`config.mk`:
```
export PLATFORM = sky130hd
export DESIGN_NAME = hack_cpu_ctrl
export DESIGN_NICKNAME = d
export VERILOG_FILES = /design/src/rtl/hack_pkg.sv /design/src/rtl/hack_cpu_ctrl.sv
export SDC_FILE = /design/constraint.sdc
export NUM_CORES = 1
export LEC_CHECK = 0
export ABC_AREA = 0
export CELL_PAD_IN_SITES_DETAIL_PLACEMENT = 1
export CELL_PAD_IN_SITES_GLOBAL_PLACEMENT = 2
export CORE_MARGIN = 2
export CORE_UTILIZATION = 32
export CTS_CLUSTER_SIZE = 10
export DETAILED_ROUTE_END_ITERATION = 7
export PLACE_DENSITY = 0.95
export SLEW_MARGIN = 5
export SYNTH_ARGS = -nofsm -noshare
export SYNTH_HDL_FRONTEND = slang
export SYNTH_SLANG_ARGS = --single-unit
```
`constraint.sdc`:
```
create_clock -name clk -period 2.67 [get_ports clk]
set_input_delay 0.534 -clock clk [delete_from_list [all_inputs] [get_ports clk]]
set_output_delay 0.534 -clock clk [all_outputs]
set_load 0.02 [all_outputs]
```
`src/rtl/hack_pkg.sv`:
```
// rtl/hack_pkg.sv - Hack CPU controller shared types, instruction field positions and jump rule.
package hack_pkg;

    typedef enum logic [2:0] {
        ST_FETCH  = 3'd0,
        ST_DECODE = 3'd1,
        ST_MREAD  = 3'd2,
        ST_EXEC   = 3'd3,
        ST_MWRITE = 3'd4
    } state_e;

    localparam int IBIT_CTYPE = 15;
    localparam int IBIT_A     = 12;
    localparam int COMP_HI    = 11;
    localparam int COMP_LO    = 6;
    localparam int DEST_A     = 5;
    localparam int DEST_D     = 4;
    localparam int DEST_M     = 3;
    localparam int JMP_HI     = 2;
    localparam int JMP_LO     = 0;

    // j[2]: jump if negative, j[1]: if zero, j[0]: if strictly positive.
    function automatic logic jump_taken(input logic [2:0] j, input logic zr, input logic ng);
        return (j[2] & ng) | (j[1] & zr) | (j[0] & ~ng & ~zr);
    endfunction

endpackage

```
`src/rtl/hack_cpu_ctrl.sv`:
```
// rtl/hack_cpu_ctrl.sv - Multi-cycle Hack CPU controller: fetch/decode/execute sequencing, A/D/PC registers.
module hack_cpu_ctrl
    import hack_pkg::*;
#(
    parameter logic [14:0] RESET_PC = 15'h0000
) (
    input  logic        clk,
    input  logic        rst_n,
    output logic        imem_req,
    output logic [14:0] imem_addr,
    input  logic        imem_ack,
    input  logic [15:0] imem_rdata,
    output logic        dmem_req,
    output logic        dmem_we,
    output logic [14:0] dmem_addr,
    output logic [15:0] dmem_wdata,
    input  logic        dmem_ack,
    input  logic [15:0] dmem_rdata,
    output logic [15:0] alu_x,
    output logic [15:0] alu_y,
    output logic        alu_zx,
    output logic        alu_nx,
    output logic        alu_zy,
    output logic        alu_ny,
    output logic        alu_f,
    output logic        alu_no,
    input  logic [15:0] alu_out,
    input  logic        alu_zr,
    input  logic        alu_ng,
    output logic [14:0] pc
);

    state_e      state_q, state_d;
    logic [14:0] pc_q, pc_d;
    logic [14:0] maddr_q, maddr_d;
    logic [15:0] a_q, a_d;
    logic [15:0] d_q, d_d;
    logic [15:0] instr_q, instr_d;
    logic [15:0] m_q, m_d;
    logic [15:0] r_q, r_d;
    logic [14:0] pc_inc;

    assign pc_inc    = pc_q + 15'd1;
    assign pc        = pc_q;
    assign imem_addr = pc_q;

    always_ff @(posedge clk or negedge rst_n) begin
        if (!rst_n) begin
            state_q <= ST_FETCH;
            pc_q    <= RESET_PC;
            maddr_q <= 15'd0;
            a_q     <= 16'd0;
            d_q     <= 16'd0;
            instr_q <= 16'd0;
            m_q     <= 16'd0;
            r_q     <= 16'd0;
        end else begin
            state_q <= state_d;
            pc_q    <= pc_d;
            maddr_q <= maddr_d;
            a_q     <= a_d;
            d_q     <= d_d;
            instr_q <= instr_d;
            m_q     <= m_d;
            r_q     <= r_d;
        end
    end

    always_comb begin
        state_d    = state_q;
        pc_d       = pc_q;
        maddr_d    = maddr_q;
        a_d        = a_q;
        d_d        = d_q;
        instr_d    = instr_q;
        m_d        = m_q;
        r_d        = r_q;
        imem_req   = 1'b0;
        dmem_req   = 1'b0;
        dmem_we    = 1'b0;
        dmem_addr  = 15'd0;
        dmem_wdata = 16'd0;
        alu_x      = 16'd0;
        alu_y      = 16'd0;
        {alu_zx, alu_nx, alu_zy, alu_ny, alu_f, alu_no} = 6'd0;

        case (state_q)
            ST_FETCH: begin
                // Reset parks the FSM in FETCH; keep the request quiet until reset lifts.
                imem_req = rst_n;
                if (imem_ack) begin
                    instr_d = imem_rdata;
                    state_d = ST_DECODE;
                end
            end
            ST_DECODE: begin
                if (!instr_q[IBIT_CTYPE]) begin
                    a_d     = {1'b0, instr_q[14:0]};
                    pc_d    = pc_inc;
                    state_d = ST_FETCH;
                end else if (instr_q[IBIT_A]) begin
                    state_d = ST_MREAD;
                end else begin
                    state_d = ST_EXEC;
                end
            end
            ST_MREAD: begin
                dmem_req  = 1'b1;
                dmem_addr = a_q[14:0];
                if (dmem_ack) begin
                    m_d     = dmem_rdata;
                    state_d = ST_EXEC;
                end
            end
            ST_EXEC: begin
                alu_x = d_q;
                alu_y = instr_q[IBIT_A] ? m_q : a_q;
                {alu_zx, alu_nx, alu_zy, alu_ny, alu_f, alu_no} = instr_q[COMP_HI:COMP_LO];
                r_d     = alu_out;
                maddr_d = a_q[14:0];
                // Jump target and store address both come from A before this instruction's write.
                pc_d = jump_taken(instr_q[JMP_HI:JMP_LO], alu_zr, alu_ng) ? a_q[14:0] : pc_inc;
                if (instr_q[DEST_A]) a_d = alu_out;
                if (instr_q[DEST_D]) d_d = alu_out;
                state_d = instr_q[DEST_M] ? ST_MWRITE : ST_FETCH;
            end
            ST_MWRITE: begin
                dmem_req   = 1'b1;
                dmem_we    = 1'b1;
                dmem_addr  = maddr_q;
                dmem_wdata = r_q;
                if (dmem_ack) state_d = ST_FETCH;
            end
            default: state_d = ST_FETCH;
        endcase
    end

endmodule

```
==> impl_metrics.csv, run 1 <==
group,metric,value,unit
outcome,status,"finished, final reports clean",
synth,ys_ff_latch,113,
worst_setup_path,critPathRequiredTime,2.14,ns
worst_setup_path,worst_ep_arrival_time,2.02,ns
clocking,cts.sinks,113,
floorplan,core,17240,um^2
floorplan,chipHeight,136.7,um
timing,worst_pin_slew,1.148,ns
worst_setup_path,crit_fanout,40,
place,gp_congestion,0.8093,
clocking,htreeDepth,4,
global_route,grt_pass1_wl,27810,um
timing,relSlewSlack,0.2343,
timing,fin_ws,0.1143,ns
synth,syn_inst,557,
timing,maxSlewViolCount,0,
global_route,overflow,0,
power,p_comb_frac,0.405,
power,internal_power,5.714,mW
floorplan,num_rows,48,
floorplan,start_util,0.3270,
synth,ys.flop_type,"dfrtp_1",
flow_run,cap_violations,0,
synth,synth.cell_area,5637,um^2
clocking,cts_hold_buffers,0,
layout,final_common_cell,"nand2_1",
clocking,clk_latency,0.42,ns
power,max-vdd-ir-drop,537.5,uV
timing,hold_viol_final,0,
synth,avgSynthCellArea,10.12,um^2
worst_setup_path,critical-path-max-stage-delay,0.48,ns
route,post_drt_wl_per_cell,19.06,um
clocking,cts_buffers,17,
synth,synth_edf_count,0,
route,vias,4639,
power,powerDensity,1189,nW/um^2
timing,fmax,391.3,MHz
synth,ys_seq_area_frac,0.5017,
clocking,cts.clk_slew.worst_paths,0.05,ns
synth,syn_nets,612,
route,route.detailed.drc,0,
synth,yosysWarnings,0,
worst_setup_path,crit_buf_inv,2,
global_route,grt_pass1_vias,4965,
global_route,grtUsageTotal,0.1986,
power,power_frac_seq,0.359,
clocking,cts_tree,"done",
power,clkPwrFrac,0.236,
timing,setup_tns,0,ns
worst_setup_path,worstSetupPathType,"register to output pin",
timing,setup_violations,0,
route,drtIter0Drc,251,
power,p_sw,3.705,mW
worst_setup_path,crit_family,"buffers and inverters",
layout,antenna_cells,0,
layout,fin_nets,751,
layout,drive_gt1_frac,0.1467,
power,p_leak,4.029,nW
synth,async_flop_share,1.000,
global_route,antenna_found_initial,0,
route,dr.pass1.iters,4,
timing,skew,0.008695,ns
layout,area_growth,40.55,%
worst_setup_path,path_cells,"and3b_2 > buf_12 > and2_1 > dlygate4sd2_1",
worst_setup_path,start_kind,"register",
timing,rsz0062_at_grt,"no",
place,dp_hpwl,12670,um
floorplan,die_x,136.7,um
clocking,clockBufferDepth,2,
floorplan,boundaryPins,156,
timing,fin_crit,2.556,ns
synth,synth.distinct_cells,40,
power,swShare,0.3933,
worst_hold_path,hp-class,"primary input to asynchronous set/reset pin",
place,place_ws,0.2447,ns
clocking,root_buffer,"clkbuf_16",
route,ant_nets,0,
global_route,grt_max_degree,58,
worst_setup_path,slowest_stage,"dfrtp_2",
floorplan,die-area,18690,um^2
worst_setup_path,end_kind,"output pin",
timing,timing.final.crit_share,0.9572,
route,totalWireLength,17800,um
layout,mostFrequentLayoutCells,"nand2_1 (123), dfrtp_1 (110), clkdlybuf4s50_1 (84)",
clocking,cts_setup_buffers,0,
place,io_buffer_count,155,
route,vias_per_cell,4.967,
metal layers:
layer	GRT usage	part of all wire
met5	0	0
met4	0.05903	0.011
met3	0.04815	0.051
met2	0.3242	0.49
met1	0.2615	0.45
power groups by stage:
stage	logic, mW	registers, mW	clock network, mW
floorplan	2.57	3.12	0
global placement	3.79	3.34	0
detailed placement	3.95	3.41	0
CTS	3.88	3.40	2.27
global route	4.18	3.53	2.35
finish	3.81	3.38	2.23
final timing paths:
kind                                              from                       to  slack (ns)  cells past startpoint
worst max-delay path            state_q[2]$_DFFE_PN0P_                alu_x[15]        0.11                      4
worst min-delay path                             rst_n  maddr_q[10]$_DFFE_PN0P_        0.32                      2
worst max register to register  state_q[1]$_DFFE_PN0P_       a_q[3]$_DFFE_PN0P_        0.76                      3
worst min register to register     r_q[13]$_DFFE_PN0P_      r_q[13]$_DFFE_PN0P_        0.47                      2
max in group asynchronous                        rst_n   state_q[0]$_DFFE_PN0P_        1.81                      2
min in group clk                   r_q[13]$_DFFE_PN0P_      r_q[13]$_DFFE_PN0P_        0.47                      2
stage by stage:
| stage | power (mW) | hold WS, ns | area, um^2 | std cells | utilization |
|---|---|---|---|---|---|
| final | 9.419 | 0.3203 | 7923 | 934 | 0.4596 |
| after global routing | 10.05 | 0.3664 | 7923 | 934 | 0.4596 |
| after CTS | 9.549 | 0.3509 | 7861 | 934 | 0.4561 |
| after detailed placement | 7.353 | 0.4621 | 7327 | 902 | 0.4251 |
| after global placement | 7.130 | 0.4574 | 7327 | 902 | 0.4251 |
| after floorplan | 5.684 | 0.2384 | 5637 | 557 | - |
what timing repair did:
| item | 4_1_cts | 5_1_grt |
|---|---|---|
| cloned | 0 | 0 |
| endpoints found under the setup margin | 71 | 23 |
| pin swaps | 0 | 0 |
| gates resized for setup | 52 | 24 |
cell type report:
type / instances / area [um^2]
Fill cell: 1936 / 9314
Multi-Input combinational cell: 389 / 2476
Inverter: 2 / 7.507
Sequential cell: 113 / 2831
Timing Repair Buffer: 173 / 1744
Clock buffer: 20 / 446.7
Tap cell: 225 / 281.5
Clock inverter: 12 / 135.1
registers in the layout (all words and copies together), names as in the netlist:
signal	cells
a_q	16
d_q	16
instr_q	16
m_q	16
r_q	16
imem_addr	15
maddr_q	15
state_q	3
cell families after synthesis:
| group | Yosys count | share of synthesized area |
|---|---|---|
| flops | 113 | 0.5017 |
| mux | 82 | 0.1563 |
| fa+ha+maj | 1 | 0.002219 |
| compound gates | 79 | 0.09012 |
| buf+inv | 55 | 0.06037 |
| simple gates | 227 | 0.1893 |
cell usage after synthesis, types with 4 or more instances:
| master | instances | area, um^2 |
|---|---|---|
| mux2_1 | 10 | 112.6 |
| a22o_1 | 16 | 140.1 |
| a21oi_1 | 17 | 85.08 |
| nand2_1 | 123 | 461.7 |
| clkbuf_1 | 12 | 45.04 |
| a21oi_2 | 5 | 43.79 |
| and3_1 | 4 | 25.02 |
| dfrtp_1 | 113 | 2828 |
| nor2_1 | 29 | 108.9 |
| buf_4 | 20 | 150.1 |
| a2bb2oi_1 | 4 | 35.03 |
| mux2_2 | 38 | 427.9 |
| buf_2 | 14 | 70.07 |
| mux2i_1 | 34 | 340.3 |
| and2_1 | 43 | 269.0 |
| nand4_1 | 4 | 25.02 |
| buf_6 | 4 | 45.04 |
| o21ai_0 | 30 | 150.1 |
| nand3_1 | 9 | 45.04 |
Power figures use the tool's default switching activity.
==> run 2, diff against run 1 <==
RECOVER_POWER = 100   (was default)
==> impl_metrics.csv, run 2 (synthesis gave the netlist of run 1 again) <==
group,metric,value,unit
clocking,root_buffer,"clkbuf_16",
clocking,cts_tree,"done",
layout,final_util,0.4435,
place,gp_congestion,0.8093,
timing,worst_pin_slew,1.478,ns
worst_setup_path,worst_ep_arrival_time,2.01,ns
clocking,cts_hold_buffers,0,
layout,fin_nets,751,
timing,rsz0062_at_grt,"no",
route,post_drt_wl_per_cell,19.12,um
route,ant_nets,0,
global_route,antenna_found_initial,0,
place,io_buffer_count,155,
route,route.detailed.drc,0,
clocking,clockBufferDepth,2,
timing,fin_ws,0.1271,ns
layout,area_growth,35.63,%
flow_run,cap_violations,0,
floorplan,start_util,0.3270,
clocking,cts_buffers,17,
worst_setup_path,crit_fanout,40,
timing,skew,0.01095,ns
power,powerDensity,1205,nW/um^2
floorplan,die_x,136.7,um
layout,fill_cells,1967,
global_route,grt_max_degree,58,
clocking,clk_latency,0.42,ns
clocking,cts.clk_slew.worst_paths,0.05,ns
worst_setup_path,start_kind,"register",
route,dr.pass1.iters,4,
floorplan,core,17240,um^2
floorplan,chipHeight,136.7,um
timing,fin_crit,2.543,ns
floorplan,boundaryPins,156,
power,p_sw,3.684,mW
timing,maxSlewViolCount,0,
global_route,overflow,0,
layout,seq_area,2831,um^2
global_route,grt_pass1_wl,27810,um
outcome,status,"finished, final reports clean",
power,p_total,9.214,mW
timing,fmax,393.2,MHz
floorplan,die-area,18690,um^2
clocking,htreeDepth,4,
place,dp_cells,902,
global_route,grt_pass1_vias,4965,
power,power_frac_seq,0.366,
place,place_ws,0.2447,ns
power,max-vdd-ir-drop,533.9,uV
worst_setup_path,worstSetupPathType,"register to output pin",
timing,hold_viol_final,0,
layout,instances_no_fill,934,
timing,setup_tns,0,ns
route,vias_per_cell,4.970,
place,dp_hpwl,12670,um
layout,mostFrequentLayoutCells,"nand2_1 (124), dfrtp_1 (110), clkdlybuf4s50_1 (53)",
global_route,grtUsageTotal,0.1986,
floorplan,num_rows,48,
layout,drive_gt1_frac,0.1340,
power,internal_power,5.530,mW
power,swShare,0.3998,
route,drtIter0Drc,214,
layout,final_common_cell,"nand2_1",
worst_hold_path,hp-class,"register to register",
clocking,cts.repair.resized,52,
worst_setup_path,end_kind,"output pin",
clocking,cts.sinks,113,
layout,multi_input_area,2457,um^2
power,p_leak,3.508,nW
clocking,cts_setup_buffers,0,
worst_setup_path,critPathRequiredTime,2.14,ns
route,vias,4642,
power,clkPwrFrac,0.241,
power,p_comb_frac,0.393,
layout,antenna_cells,0,
timing,relSlewSlack,0.01468,
timing,timing.final.crit_share,0.9524,
timing,setup_violations,0,
route,totalWireLength,17860,um
[run 2: cell types whose count changed in the layout (fill, tap and decap cells not counted), sizes merged]
cell	delta
clkbuf	+31
clkdlybuf4s50	-31
dlygate4sd3	+31
dlymetal6s2s	-22
buf	-9
[run 2: worst max-delay path: stages, from the launching register on]
cell	delay, ns
dfrtp_2	0.46
and3b_1	0.30
buf_12	0.22
and2_1	0.22
dlygate4sd2_1	0.37
[run 2: cell type report]
type,count,area share
repair buffers,173,0.1943
clock inverters,12,0.01768
clock buffers,20,0.05843
flip-flops and latches,113,0.3704
multi-input cells,389,0.3214
well taps,225,0.03682
inverters,2,0.0009820
[run 2: per-layer routing]
| metal | global-route usage | share of wire |
|---|---|---|
| met5 | 0 | 0 |
| met1 | 0.2615 | 0.45 |
| met2 | 0.3242 | 0.49 |
| met3 | 0.04815 | 0.048 |
| met4 | 0.05903 | 0.011 |
[run 2: path summary, 6_finish.rpt]
check                                       start                   endpoint  slack, ns  depth (start not counted)
min                           r_q[13]$_DFFE_PN0P_        r_q[13]$_DFFE_PN0P_       0.48                          2
min reg2reg                   r_q[13]$_DFFE_PN0P_        r_q[13]$_DFFE_PN0P_       0.48                          2
min in group asynchronous                   rst_n     instr_q[4]$_DFFE_PN0P_       0.76                          2
max reg2reg                state_q[0]$_DFFE_PN0P_  imem_addr[12]$_DFFE_PN0P_       0.32                          7
max in group asynchronous                   rst_n     state_q[0]$_DFFE_PN0P_       0.94                          2
max                        state_q[2]$_DFFE_PN0P_                  alu_x[15]       0.13                          4
[run 2: through the flow]
step	hold WS [ns]	area, um^2
after detailed placement	0.4621	7327
after global routing	0.5023	7645
final	0.4761	7645
after CTS	0.3509	7861
after global placement	0.4574	7327
after floorplan	0.2384	5637
[run 2: power groups by stage]
stage,combinational (mW),sequential (mW),clock (mW)
after global routing,3.98,3.51,2.35
after CTS,3.88,3.40,2.27
after floorplan,2.57,3.12,0
after global placement,3.79,3.34,0
after detailed placement,3.95,3.41,0
final,3.62,3.37,2.22
==> run 3, diff against run 2 <==
GPL_ROUTABILITY_DRIVEN = 1   (was default)
==> results of run 3 <==
Final layout, timing and power as in run 2 (identical DEF).
